--- config.mk ---
export PLATFORM = sky130hd
export DESIGN_NAME = bcd_calc_core
export DESIGN_NICKNAME = d
export VERILOG_FILES = /design/src/rtl/bcd_calc_core.sv
export SDC_FILE = /design/constraint.sdc
export NUM_CORES = 1
export LEC_CHECK = 0
export ABC_AREA = 1
export CAP_MARGIN = 5
export CORE_ASPECT_RATIO = 0.7
export CORE_MARGIN = 4
export CORE_UTILIZATION = 64
export DETAILED_ROUTE_END_ITERATION = 7
export PLACE_DENSITY = 0.82
export SLEW_MARGIN = 20
export SYNTH_ARGS = -nofsm -noshare
export SYNTH_HDL_FRONTEND = slang
export SYNTH_SLANG_ARGS = --single-unit
--- constraint.sdc ---
create_clock -name clock_100Mhz -period 8.05 [get_ports clock_100Mhz]
set_input_delay 0.805 -clock clock_100Mhz [delete_from_list [all_inputs] [get_ports clock_100Mhz]]
set_output_delay 0.805 -clock clock_100Mhz [all_outputs]
set_load 0.005 [all_outputs]
--- src/rtl/bcd_calc_core.sv ---
// Four-function decimal calculator core: debounced button events, sequential divider and
// double-dabble converter, multiplexed seven-segment output.
module bcd_calc_core #(
   parameter int DIGITS    = 4,
   parameter int SCAN_BITS = 18
) (
   input  logic              clock_100Mhz,
   input  logic              reset,
   input  logic [DIGITS-1:0] digit_btn,
   input  logic [3:0]        op_btn,
   input  logic              clear_btn,
   output logic              busy,
   output logic              done,
   output logic              negative,
   output logic              error,
   output logic [DIGITS-1:0] Anode_Activate,
   output logic [7:0]        LED_out
);

   localparam int RES_W = $clog2(10 ** DIGITS);
   localparam int HALF  = DIGITS / 2;
   localparam int NBTN  = DIGITS + 5;
   localparam int CNT_W = $clog2(RES_W);
   localparam int IDX_W = $clog2(DIGITS);
   localparam int BCD_W = DIGITS * 4;

   typedef enum logic [2:0] {S_ENTRY, S_CALC, S_DIV, S_CONV, S_SHOW} state_t;
   typedef enum logic [1:0] {OP_ADD, OP_SUB, OP_MUL, OP_DIV} op_t;

   function automatic logic [7:0] seg7(input logic [3:0] d);
      case (d)
         4'd0:    seg7 = 8'b0000_0011;
         4'd1:    seg7 = 8'b1001_1111;
         4'd2:    seg7 = 8'b0010_0101;
         4'd3:    seg7 = 8'b0000_1101;
         4'd4:    seg7 = 8'b1001_1001;
         4'd5:    seg7 = 8'b0100_1001;
         4'd6:    seg7 = 8'b0100_0001;
         4'd7:    seg7 = 8'b0001_1111;
         4'd8:    seg7 = 8'b0000_0001;
         4'd9:    seg7 = 8'b0000_1001;
         default: seg7 = 8'b1111_1111;
      endcase
   endfunction

   function automatic logic [3:0] inc_digit(input logic [3:0] d);
      return (d == 4'd9) ? 4'd0 : d + 4'd1;
   endfunction

   function automatic logic [RES_W-1:0] bcd_to_bin(input logic [HALF*4-1:0] bcd);
      logic [RES_W-1:0] acc;
      acc = '0;
      for (int i = HALF - 1; i >= 0; i--)
         acc = RES_W'(acc * RES_W'(10)) + RES_W'(bcd[i*4 +: 4]);
      return acc;
   endfunction

   // One double-dabble step: add 3 to every digit >= 5, then shift the next binary bit in.
   function automatic logic [BCD_W-1:0] dabble(input logic [BCD_W-1:0] bcd, input logic bit_in);
      logic [BCD_W-1:0] adj;
      adj = bcd;
      for (int i = 0; i < DIGITS; i++)
         if (adj[i*4 +: 4] >= 4'd5) adj[i*4 +: 4] = adj[i*4 +: 4] + 4'd3;
      return BCD_W'({adj, bit_in});
   endfunction

   logic [NBTN-1:0] btn_raw, sync_p0, sync_p1, sync_p2, evt_p3;
   assign btn_raw = {clear_btn, op_btn, digit_btn};

   always_ff @(posedge clock_100Mhz or negedge reset) begin
      if (!reset) begin
         sync_p0 <= '0;
         sync_p1 <= '0;
         sync_p2 <= '0;
         evt_p3  <= '0;
      end else begin
         sync_p0 <= btn_raw;
         sync_p1 <= sync_p0;
         sync_p2 <= sync_p1;
         evt_p3  <= sync_p1 & ~sync_p2;
      end
   end

   logic              ev_clr, ev_op, ev_dig;
   op_t               ev_kind;
   logic [DIGITS-1:0] dig_evt, dig_sel;
   assign dig_evt = evt_p3[DIGITS-1:0];
   assign dig_sel = dig_evt & (~dig_evt + DIGITS'(1));

   always_comb begin
      ev_clr  = evt_p3[NBTN-1];
      ev_op   = 1'b0;
      ev_kind = OP_ADD;
      ev_dig  = 1'b0;
      if (!ev_clr) begin
         if (evt_p3[DIGITS+3]) begin
            ev_op = 1'b1; ev_kind = OP_ADD;
         end else if (evt_p3[DIGITS+2]) begin
            ev_op = 1'b1; ev_kind = OP_SUB;
         end else if (evt_p3[DIGITS+1]) begin
            ev_op = 1'b1; ev_kind = OP_MUL;
         end else if (evt_p3[DIGITS]) begin
            ev_op = 1'b1; ev_kind = OP_DIV;
         end else begin
            ev_dig = |dig_evt;
         end
      end
   end

   state_t             state_q, state_d;
   op_t                op_q;
   logic [BCD_W-1:0]   entry_q, bcd_q, disp_q;
   logic [RES_W-1:0]   res_q, rem_q, a_bin, b_bin;
   logic [RES_W:0]     dvs_q, rem_sh;
   logic [CNT_W-1:0]   cnt_q;
   logic               neg_pend_q, cnt_last;

   assign a_bin    = bcd_to_bin(entry_q[BCD_W-1 -: HALF*4]);
   assign b_bin    = bcd_to_bin(entry_q[HALF*4-1:0]);
   assign cnt_last = (cnt_q == CNT_W'(RES_W - 1));
   assign rem_sh   = {rem_q, res_q[RES_W-1]};

   always_ff @(posedge clock_100Mhz or negedge reset) begin
      if (!reset) state_q <= S_ENTRY;
      else        state_q <= state_d;
   end

   always_comb begin
      state_d = state_q;
      busy    = 1'b0;
      case (state_q)
         S_ENTRY: if (ev_op) state_d = S_CALC;
         S_CALC: begin
            busy = 1'b1;
            if (op_q != OP_DIV)    state_d = S_CONV;
            else if (b_bin == '0)  state_d = S_SHOW;
            else                   state_d = S_DIV;
         end
         S_DIV: begin
            busy = 1'b1;
            if (cnt_last) state_d = S_CONV;
         end
         S_CONV: begin
            busy = 1'b1;
            if (cnt_last) state_d = S_SHOW;
         end
         S_SHOW: begin
            if (ev_op)                 state_d = S_CALC;
            else if (ev_clr || ev_dig) state_d = S_ENTRY;
         end
         default: state_d = S_ENTRY;
      endcase
   end

   always_ff @(posedge clock_100Mhz or negedge reset) begin
      if (!reset) begin
         op_q       <= OP_ADD;
         entry_q    <= '0;
         bcd_q      <= '0;
         disp_q     <= '0;
         res_q      <= '0;
         rem_q      <= '0;
         dvs_q      <= '0;
         cnt_q      <= '0;
         neg_pend_q <= 1'b0;
         negative   <= 1'b0;
         error      <= 1'b0;
         done       <= 1'b0;
      end else begin
         done <= 1'b0;
         case (state_q)
            S_ENTRY: begin
               if (ev_op) op_q <= ev_kind;
               else if (ev_dig)
                  for (int i = 0; i < DIGITS; i++)
                     if (dig_sel[i]) entry_q[i*4 +: 4] <= inc_digit(entry_q[i*4 +: 4]);
            end
            S_CALC: begin
               cnt_q      <= '0;
               bcd_q      <= '0;
               rem_q      <= '0;
               neg_pend_q <= 1'b0;
               case (op_q)
                  OP_ADD: res_q <= a_bin + b_bin;
                  OP_SUB: begin
                     res_q      <= (b_bin > a_bin) ? b_bin - a_bin : a_bin - b_bin;
                     neg_pend_q <= (b_bin > a_bin);
                  end
                  OP_MUL: res_q <= a_bin * b_bin;
                  default: begin
                     // Rounded divide: floor((2A+B)/(2B)) is A/B rounded half-up.
                     if (b_bin == '0) error <= 1'b1;
                     else begin
                        res_q <= (a_bin << 1) + b_bin;
                        dvs_q <= {b_bin, 1'b0};
                     end
                  end
               endcase
            end
            S_DIV: begin
               cnt_q <= cnt_last ? '0 : cnt_q + CNT_W'(1);
               if (rem_sh >= dvs_q) begin
                  rem_q <= RES_W'(rem_sh - dvs_q);
                  res_q <= {res_q[RES_W-2:0], 1'b1};
               end else begin
                  rem_q <= rem_sh[RES_W-1:0];
                  res_q <= {res_q[RES_W-2:0], 1'b0};
               end
            end
            S_CONV: begin
               bcd_q <= dabble(bcd_q, res_q[RES_W-1]);
               res_q <= {res_q[RES_W-2:0], 1'b0};
               cnt_q <= cnt_last ? '0 : cnt_q + CNT_W'(1);
               if (cnt_last) begin
                  disp_q   <= dabble(bcd_q, res_q[RES_W-1]);
                  negative <= neg_pend_q;
                  done     <= 1'b1;
               end
            end
            S_SHOW: begin
               if (ev_op) op_q <= ev_kind;
               if (ev_op || ev_clr || ev_dig) begin
                  negative <= 1'b0;
                  error    <= 1'b0;
               end
            end
            default: ;
         endcase
      end
   end

   logic [SCAN_BITS-1:0] scan_cnt_q;
   logic [IDX_W-1:0]     scan_idx_q;

   always_ff @(posedge clock_100Mhz or negedge reset) begin
      if (!reset) begin
         scan_cnt_q <= '0;
         scan_idx_q <= IDX_W'(DIGITS - 1);
      end else begin
         scan_cnt_q <= scan_cnt_q + SCAN_BITS'(1);
         if (&scan_cnt_q)
            scan_idx_q <= (scan_idx_q == '0) ? IDX_W'(DIGITS - 1) : scan_idx_q - IDX_W'(1);
      end
   end

   logic [3:0] ent_dig, res_dig;
   logic       is_top, is_sep;

   assign Anode_Activate = ~(DIGITS'(1) << scan_idx_q);

   always_comb begin
      ent_dig = 4'd0;
      res_dig = 4'd0;
      LED_out = 8'b1111_1111;
      for (int i = 0; i < DIGITS; i++)
         if (scan_idx_q == IDX_W'(i)) begin
            ent_dig = entry_q[i*4 +: 4];
            res_dig = disp_q[i*4 +: 4];
         end
      is_top = (scan_idx_q == IDX_W'(DIGITS - 1));
      is_sep = (scan_idx_q == IDX_W'(HALF));
      if (state_q == S_SHOW) begin
         if (error)                  LED_out = is_top ? 8'b0110_0001 : 8'b1111_1111;
         else if (negative && is_top) LED_out = 8'b1111_1101;
         else                         LED_out = seg7(res_dig);
      end else begin
         LED_out = seg7(ent_dig);
         if (is_sep) LED_out[0] = 1'b0;
      end
   end

endmodule

==> results of run 1 <==
-- path summary, 6_finish.rpt --
check	from	to	slack, ns	cells past startpoint
hold reg to reg	sync_p0[3]	sync_p1[3]	0.35	0
setup reg to reg	entry_q[5]	res_q[13]	1.69	31
min in group asynchronous	reset	bcd_q[9]	0.39	1
setup / recovery	entry_q[5]	res_q[13]	1.69	31
hold / removal	sync_p0[3]	sync_p1[3]	0.35	0
max in group asynchronous	reset	cnt_q[3]	6.21	2
-- worst register-to-register path: cells and delay by family (launching register included) --
family	cells	cell delay (ns)
adder cells (fa/ha/maj)	9	3.77
AND/OR/NAND/NOR	12	1.11
buffers and inverters	8	0.61
flip-flops	1	0.47
AO/OA/AOI/OAI	2	0.32
-- where the power goes --
group | internal [W] | switching [W]
logic | 0.000754 | 0.00152
clock network | 0.000409 | 0.000354
registers | 0.000924 | 0.000148
-- metal layers --
layer	vias to the layer above	track usage, %	wire [µm]
met5	-	0	0
met4	0	5.956	434
met3	45	10.32	3369
met2	489	41.97	13290
met1	5118	45.55	14850
li1	5069	-	-
-- final cells by class --
type	count	area [µm²]
clock buffer	18	429.2
inverter	265	1005
tap	264	330.3
multi-input combinational	1119	7353
fill	1514	5577
clock inverter	14	128.9
sequential	154	3856
timing repair buffer	30	291.5
-- stage by stage --
step                hold WS (ns)  power, W  worst slack, ns  area, µm²
floorplan                 0.3312  0.002722            2.308      12390
global placement          0.3335  0.003237            1.890      12830
detailed placement        0.3347  0.003298            1.746      12830
CTS                       0.3511  0.004077            1.733      13390
global route              0.3592  0.004432            1.339      13390
finish                    0.3504  0.004114            1.690      13390
-- logic make-up after synthesis --
family          share of synthesized area [%]
fa+ha+maj                               19.84
xor+xnor                                4.263
flops                                   31.13
mux                                   0.09091
buf+inv                                 9.516
compound gates                          13.73
simple gates                            21.43
-- Yosys cell counts (all sizes together) --
| master | count |
|---|---|
| and3 | 1 |
| or2 | 11 |
| o211ai | 8 |
| buf | 15 |
| o21a | 4 |
| a211o | 1 |
| nor3 | 12 |
| a31oi | 6 |
| nand2 | 309 |
| ha | 110 |
| inv | 261 |
| o31ai | 3 |
| fa | 54 |
| o2111ai | 1 |
| clkinv | 4 |
| nand4 | 12 |
| clkbuf | 15 |
| o22ai | 19 |
| a2111oi | 1 |
| and2 | 1 |
| o221ai | 1 |
| o21bai | 5 |
| nor2 | 167 |
| o32ai | 2 |
| a21oi | 90 |
| nand3 | 79 |
| nor4 | 5 |
| dfstp | 2 |
| nor3b | 3 |
| xnor2 | 12 |
| o21ai | 142 |
| a22oi | 6 |
| xor2 | 44 |
| mux2 | 1 |
| a21boi | 2 |
| a21o | 4 |
| a221oi | 3 |
| dfrtp | 152 |
-- state kept, by name, summed over array words and instances, names as in the netlist --
name,cells
disp_q,16
sync_p1,9
bcd_q,16
rem_q,14
dvs_q,9
neg_pend_q,1
sync_p0,9
entry_q,16
negative,1
error,1
scan_cnt_q,18
scan_idx_q,2
cnt_q,4
sync_p2,9
op_q,2
done,1
res_q,14
evt_p3,9
state_q,3
==> flow_summary.ini, run 1 <==
[setup_path]
crit_slowest_cell = fa_1
cp_max_fo = 7
required_ns = 8.41
critPathBufInv = 8
path_class = reg2reg
end_kind = flip-flop
cpPeakStageDelay_ns = 0.56
critPathLaunchType = flip-flop
arrival_ns = 6.72
crit_top_cell = inv_1
crit_family = adder cells

[pwr]
peakVddDrop_uv = 223.3
cellPowerDensity_mw_per_mm2 = 307.1
leakage_nw = 6.613

[place]
placement.io_buffers = 26
place.gp.congestion = 1.035
dp.cells = 1832
dpl.hpwl_um = 24650

[final_layout]
antenna_cells = 0
final_util_pct = 70.60
layout.nets = 1762
final_cell_mix = 297 x nand2_1, 248 x inv_1, 152 x dfrtp_1, 145 x nor2_1, 115 x o21ai_0
areaGrowthSynthToFinish_pct = 8.142
fin_cells = 1864
drive_gt1_share_pct = 7.438
final_common_cell = nand2_1

[synth]
synthTopCellsByArea = dfrtp_1 31%, ha_1 11%, nand2_1 9.0%
synth_top_cell_by_area = dfrtp_1
syn-cell-area_mm2 = 0.01239
seq_area_frac_synth_pct = 31.13
synth_cell_types = 61
netlist.area_leader.share_pct = 30.71
synth_warnings = 0
synth_cells = 1568
synth-seq-cells = 154
syn_nets = 1743
avgSynthCellArea_um2 = 7.899

[timing]
hold_viol_final = 0
period_share_pct = 79.00
worst_pin_slew_ns = 0.8871
final-max-slew-violation-count = 0
skew_ns = 0.009953
fmax_ghz = 0.1572
relSlewSlack_pct = 40.86
period_minus_slack_ns = 6.360
rsz0062_at_grt = false
finalSetupViolCount = 0
fin_setup_tns_ns = 0

[cts]
cts_hold_buf = 0
clockRootBuffer = clkbuf_16
clk_latency_ns = 0.43
htreeDepth = 4
cts_tree = yes
clk_pin_slew_ns = 0.07
clock-sinks = 154
ctsLongestPathBuffers = 2
cts_setup_buffers = 0
cts_resized = 0
cts_buffers = 17

[detailed_routing]
vias = 10720
drt-total-wl_um = 31940
vias_per_cell = 5.752
drt-pass1-iter-count = 5
drt-initial-drc-count = 1109
ant_nets = 0
wl_per_cell_um = 17.14
drc = 0

[die]
core-area_mm2 = 0.01897
die-area_mm2 = 0.02168
num_rows = 42
dieWidth_um = 174.3
dieHeight_um = 124.4
ios = 27
start_util_pct = 65.29

[global_routing]
grt_pass1_wl_um = 52680
grt_usage_pct = 30.05
antenna_found_initial = 0
grt_max_degree = 81
grt_pass1_vias = 10340
gr-total-overflow = 0

[hold_path]
hold_class = reg2reg

[outcome]
outcome = finished clean

[flow_run]
max_cap_viol_count = 0
Power figures use the tool's default switching activity.
==> run 2: changes to the inputs <==
clock period = 6.5 ns   (was 8.05 ns; I/O delays follow)
==> run 2 against run 1 <==
  * Sequential share of layout area shrank 0.43 points
  * Die area stayed put
  * Wire length is 4.4% higher
  * First-iteration DRC count is 11% higher
  * Clock skew up 0.0024 ns
==> flow_summary.ini, run 2 (synthesis gave the netlist of run 1 again) <==
[detailed_routing]
drc = 0
vias_per_cell = 5.747
wl_per_cell_um = 17.74
vias = 10810
drt-initial-drc-count = 1229
drt-pass1-iter-count = 6
ant_nets = 0
drt-total-wl_um = 33350

[final_layout]
drive_gt1_share_pct = 8.725
final_cell_mix = 296 x nand2_1, 246 x inv_1, 151 x dfrtp_1, 145 x nor2_1, 115 x o21ai_0
design_area_mm2 = 0.01360
largest_reg_flops = 18
final_common_cell = nand2_1
areaGrowthSynthToFinish_pct = 9.799
antenna_cells = 0
largest_register = scan_cnt_q
layout.nets = 1778
final_util_pct = 71.69

[cts]
ctsLongestPathBuffers = 2
htreeDepth = 4
cts_tree = yes
clock-sinks = 154
clk_latency_ns = 0.44
cts_hold_buf = 0
cts_buffers = 17
clockRootBuffer = clkbuf_16
clk_pin_slew_ns = 0.07

[setup_path]
path_class = reg2reg
crit_top_cell = nand2_1
crit_slowest_cell = xnor2_1
critPathLaunchType = flip-flop
r2r_end = res_q[13]
required_ns = 6.87
r2r_slack_ns = 0.20
r2r_cells = 27
end_kind = flip-flop
cp-startpoint = entry_q[12]
endpoint = res_q[13]
arrival_ns = 6.67
regToRegStartpoint = entry_q[12]
cpPeakStageDelay_ns = 0.75
cp_max_fo = 6

[die]
dieHeight_um = 124.4
dieWidth_um = 174.3
start_util_pct = 65.29
die-area_mm2 = 0.02168
ios = 27
core-area_mm2 = 0.01897
num_rows = 42

[pwr]
peakVddDrop_uv = 293.1
cellPowerDensity_mw_per_mm2 = 387.2
leakage_nw = 6.706

[timing]
worst_pin_slew_ns = 0.9457
period_minus_slack_ns = 6.301
finalSetupViolCount = 0
hold_viol_final = 0
fin_setup_tns_ns = 0
hold_slack_ns = 0.2622
relSlewSlack_pct = 36.50
fmax_ghz = 0.1587
rsz0062_at_grt = false
skew_ns = 0.01234
final-max-slew-violation-count = 0
setup_ws_ns = 0.1994
period_share_pct = 96.93

[outcome]
outcome = finished clean

[place]
placement.io_buffers = 26
dpl.hpwl_um = 25380
pre_cts_ws_ns = 0.1902
placedInstanceArea_mm2 = 0.01292
place.gp.congestion = 1.014

[global_routing]
gr-total-overflow = 0
grt_pass1_wl_um = 54080
grt_usage_pct = 31.01
antenna_found_initial = 0
grt_max_degree = 83
grt_pass1_vias = 10280

[flow_run]
max_cap_viol_count = 0

[hold_path]
hold_class = in2async
run 2: worst min path at each step:
| stage | slack (ns) | end | cells past startpoint | start |
|---|---|---|---|---|
| final | 0.26 | bcd_q[15] | 1 | reset |
| after CTS | 0.29 | bcd_q[15] | 1 | reset |
| after detailed placement | 0.33 | sync_p1[1] | 0 | sync_p0[1] |
| after global routing | 0.32 | bcd_q[13] | 1 | reset |
| after global placement | 0.33 | sync_p1[6] | 0 | sync_p0[6] |
| after floorplan | 0.33 | sync_p1[0] | 0 | sync_p0[0] |
run 2: layer usage:
| metal | up-vias | wire, µm | GRT usage, % |
|---|---|---|---|
| li1 | 5106 | - | - |
| met1 | 5168 | 15440 | 47.23 |
| met2 | 488 | 13850 | 43.34 |
| met3 | 43 | 3558 | 10.07 |
| met4 | 0 | 503 | 6.329 |
| met5 | - | 0 | 0 |
run 2: where the power goes:
part | leakage, nW | internal, W | switching (W)
clock network | 0.301 | 0.000560 | 0.000486
registers | 2.00 | 0.00114 | 0.000183
logic | 4.41 | 0.000952 | 0.00194
total | 6.71 | 0.00266 | 0.00261
run 2: metrics by stage:
stage	cells	power, W
after floorplan	1568	0.003371
after detailed placement	1843	0.004121
final	1880	0.005266
after global routing	1880	0.005644
after global placement	1843	0.004041
after CTS	1875	0.005190
run 2: what timing repair did:
item,4_1_cts,5_1_grt
resized for setup,0,7
buffers inserted,0,5
endpoints found under the hold margin,0,0
setup endpoints to repair,0,1
run 2: area by class of cell:
| cell class | count | area (µm²) |
|---|---|---|
| fillers | 1488 | 5371 |
| multi-input cells | 1119 | 7363 |
| inverters | 265 | 1015 |
| flip-flops and latches | 154 | 3857 |
| clock buffers | 17 | 425.4 |
| clock inverters | 15 | 196.4 |
| well taps | 264 | 330.3 |
| repair buffers | 46 | 411.6 |
run 2: critical path, delay by kind of cell, from the launching register on:
family	cells	cell delay [ns]
flip-flops	1	0.42
buffers and inverters	5	0.33
adder cells (fa/ha/maj)	8	3.41
AND/OR/NAND/NOR	9	0.73
XOR/XNOR	1	0.75
AO/OA/AOI/OAI	4	0.61
==> run 3: changes to the inputs <==
SLEW_MARGIN = 5   (was 20)
clock period = 6.9 ns   (was 6.5 ns; I/O delays follow)
==> run 3 against run 2 <==
  * Largest cell class unchanged
  * Sequential share of layout area rose by 0.36 points
  * Clock power down 12%
  * Worst setup slack better by 0.33 ns
  * Die area unchanged
  * First-iteration DRC count up 9.5%
  * Fmax decreased by 1.1%
  * Cell area shrank 1.3%
  * Global-route usage is 1.1 points lower
  * Wire length decreased by 4.1%
  * The run now ends with DRC left
  * Combinational power decreased by 7.6%
  * Highest routed layer unchanged
==> flow_summary.ini, run 3 (synthesis gave the netlist of run 1 again) <==
[setup_path]
arrival_ns = 6.73
r2r_cells = 30
r2r_end = res_q[13]
cp_max_fo = 9
required_ns = 7.26
regToRegStartpoint = entry_q[7]
endpoint = res_q[13]
critPathLaunchType = flip-flop
cpPeakStageDelay_ns = 0.55
crit_slowest_cell = fa_1
path_class = reg2reg
cp-startpoint = entry_q[7]
end_kind = flip-flop
r2r_slack_ns = 0.53

[timing]
fmax_ghz = 0.1570
final-max-slew-violation-count = 0
hold_viol_final = 0
relSlewSlack_pct = 17.10
worst_pin_slew_ns = 1.239
finalSetupViolCount = 0
skew_ns = 0.01273
rsz0062_at_grt = false
period_share_pct = 92.31
fin_setup_tns_ns = 0
period_minus_slack_ns = 6.370

[final_layout]
largest_reg_flops = 18
antenna_cells = 0
fillerInstances = 1514
largest_register = scan_cnt_q
design_area_mm2 = 0.01343
final_cell_mix = 297 x nand2_1, 248 x inv_1, 152 x dfrtp_1, 146 x nor2_1, 115 x o21ai_0
layout.nets = 1763
drive_gt1_share_pct = 7.433
final_common_cell = nand2_1
areaGrowthSynthToFinish_pct = 8.395

[cts]
clk_pin_slew_ns = 0.07
clk_latency_ns = 0.43
ctsLongestPathBuffers = 2
clock-sinks = 154
cts_setup_buffers = 0
cts_hold_buf = 0
cts_tree = yes
htreeDepth = 4
cts_resized = 0
clockRootBuffer = clkbuf_16
cts_buffers = 17

[detailed_routing]
vias = 10740
ant_nets = 0
drt-total-wl_um = 31960
drt-initial-drc-count = 1346
vias_per_cell = 5.759
drt-pass1-iter-count = 8
wl_per_cell_um = 17.14
drc = 3

[place]
place.gp.congestion = 1.025
dpl.hpwl_um = 24490
placedInstanceArea_mm2 = 0.01284
placement.io_buffers = 26

[die]
dieWidth_um = 174.3
dieHeight_um = 124.4
die-area_mm2 = 0.02168
core-area_mm2 = 0.01897
ios = 27
start_util_pct = 65.29
num_rows = 42

[global_routing]
grt_pass1_wl_um = 51960
grt_pass1_vias = 9943
antenna_found_initial = 0
gr-total-overflow = 0
grt_usage_pct = 29.89
grt_max_degree = 80

[pwr]
peakVddDrop_uv = 304.2
leakage_nw = 6.629
cellPowerDensity_mw_per_mm2 = 361.5
power.total_w = 0.004854

[outcome]
violations = DRC
outcome = complete, but fails checks

[flow_run]
max_cap_viol_count = 0

[hold_path]
hold_class = in2async
[run 3: cell types whose count changed in the layout (fill, tap and decap cells not counted), moves of 2 or more]
| cell | before | now |
|---|---|---|
| buf_4 | 20 | 5 |
| clkinv_8 | 3 | 1 |
| inv_1 | 246 | 248 |
| inv_6 | 2 | 4 |
| inv_8 | 6 | 4 |
[run 3: worst max-delay path: cells and delay by family, from the launching register on]
kind	cells	cell delay [ns]
buf+inv	7	0.56
simple gates	11	1.03
compound gates	3	0.41
flops	1	0.51
fa+ha+maj	9	3.76
[run 3: through the flow]
stage          util [%]  hold slack (ns)  instances  worst slack [ns]
4_1_cts           70.77           0.3180       1865            0.5774
6_report          70.77           0.2711       1865            0.5304
5_1_grt           70.77           0.3329       1865            0.1642
2_1_floorplan         -           0.3312       1568             1.158
3_3_place_gp      67.69           0.3340       1833            0.7159
3_5_place_dp      67.69           0.3347       1833            0.5999
[run 3: cell type report]
class                      count  area (µm²)  area share, %
timing repair buffer          31       299.0          2.227
multi-input combinational   1119        7351          54.75
clock buffer                  18       429.2          3.197
sequential                   154        3856          28.72
tap                          264       330.3          2.460
clock inverter                14       155.1          1.156
inverter                     265        1005          7.484
[run 3: worst min-delay path by stage]
| stage | endpoint | slack, ns | cells past startpoint |
|---|---|---|---|
| 3_3_place_gp | sync_p1[6] | 0.33 | 0 |
| 2_1_floorplan | sync_p1[0] | 0.33 | 0 |
| 6_report | bcd_q[10] | 0.27 | 1 |
| 5_1_grt | bcd_q[10] | 0.33 | 1 |
| 3_5_place_dp | sync_p1[3] | 0.33 | 0 |
| 4_1_cts | disp_q[9] | 0.32 | 1 |
[run 3: where the power goes]
part           total, W  internal, W  switching [W]
clock          0.000929     0.000513       0.000416
combinational   0.00267     0.000885        0.00179
sequential      0.00125      0.00108       0.000174
total           0.00485      0.00248        0.00238
[run 3: per-layer routing]
layer  vias to the layer above  track usage, %  wire length, µm
li1                       5070               -                -
met1                      5088           46.73            14740
met2                       556           42.31            13250
met3                        27           8.374             3747
met4                         0           4.328              227
met5                         -               0                0
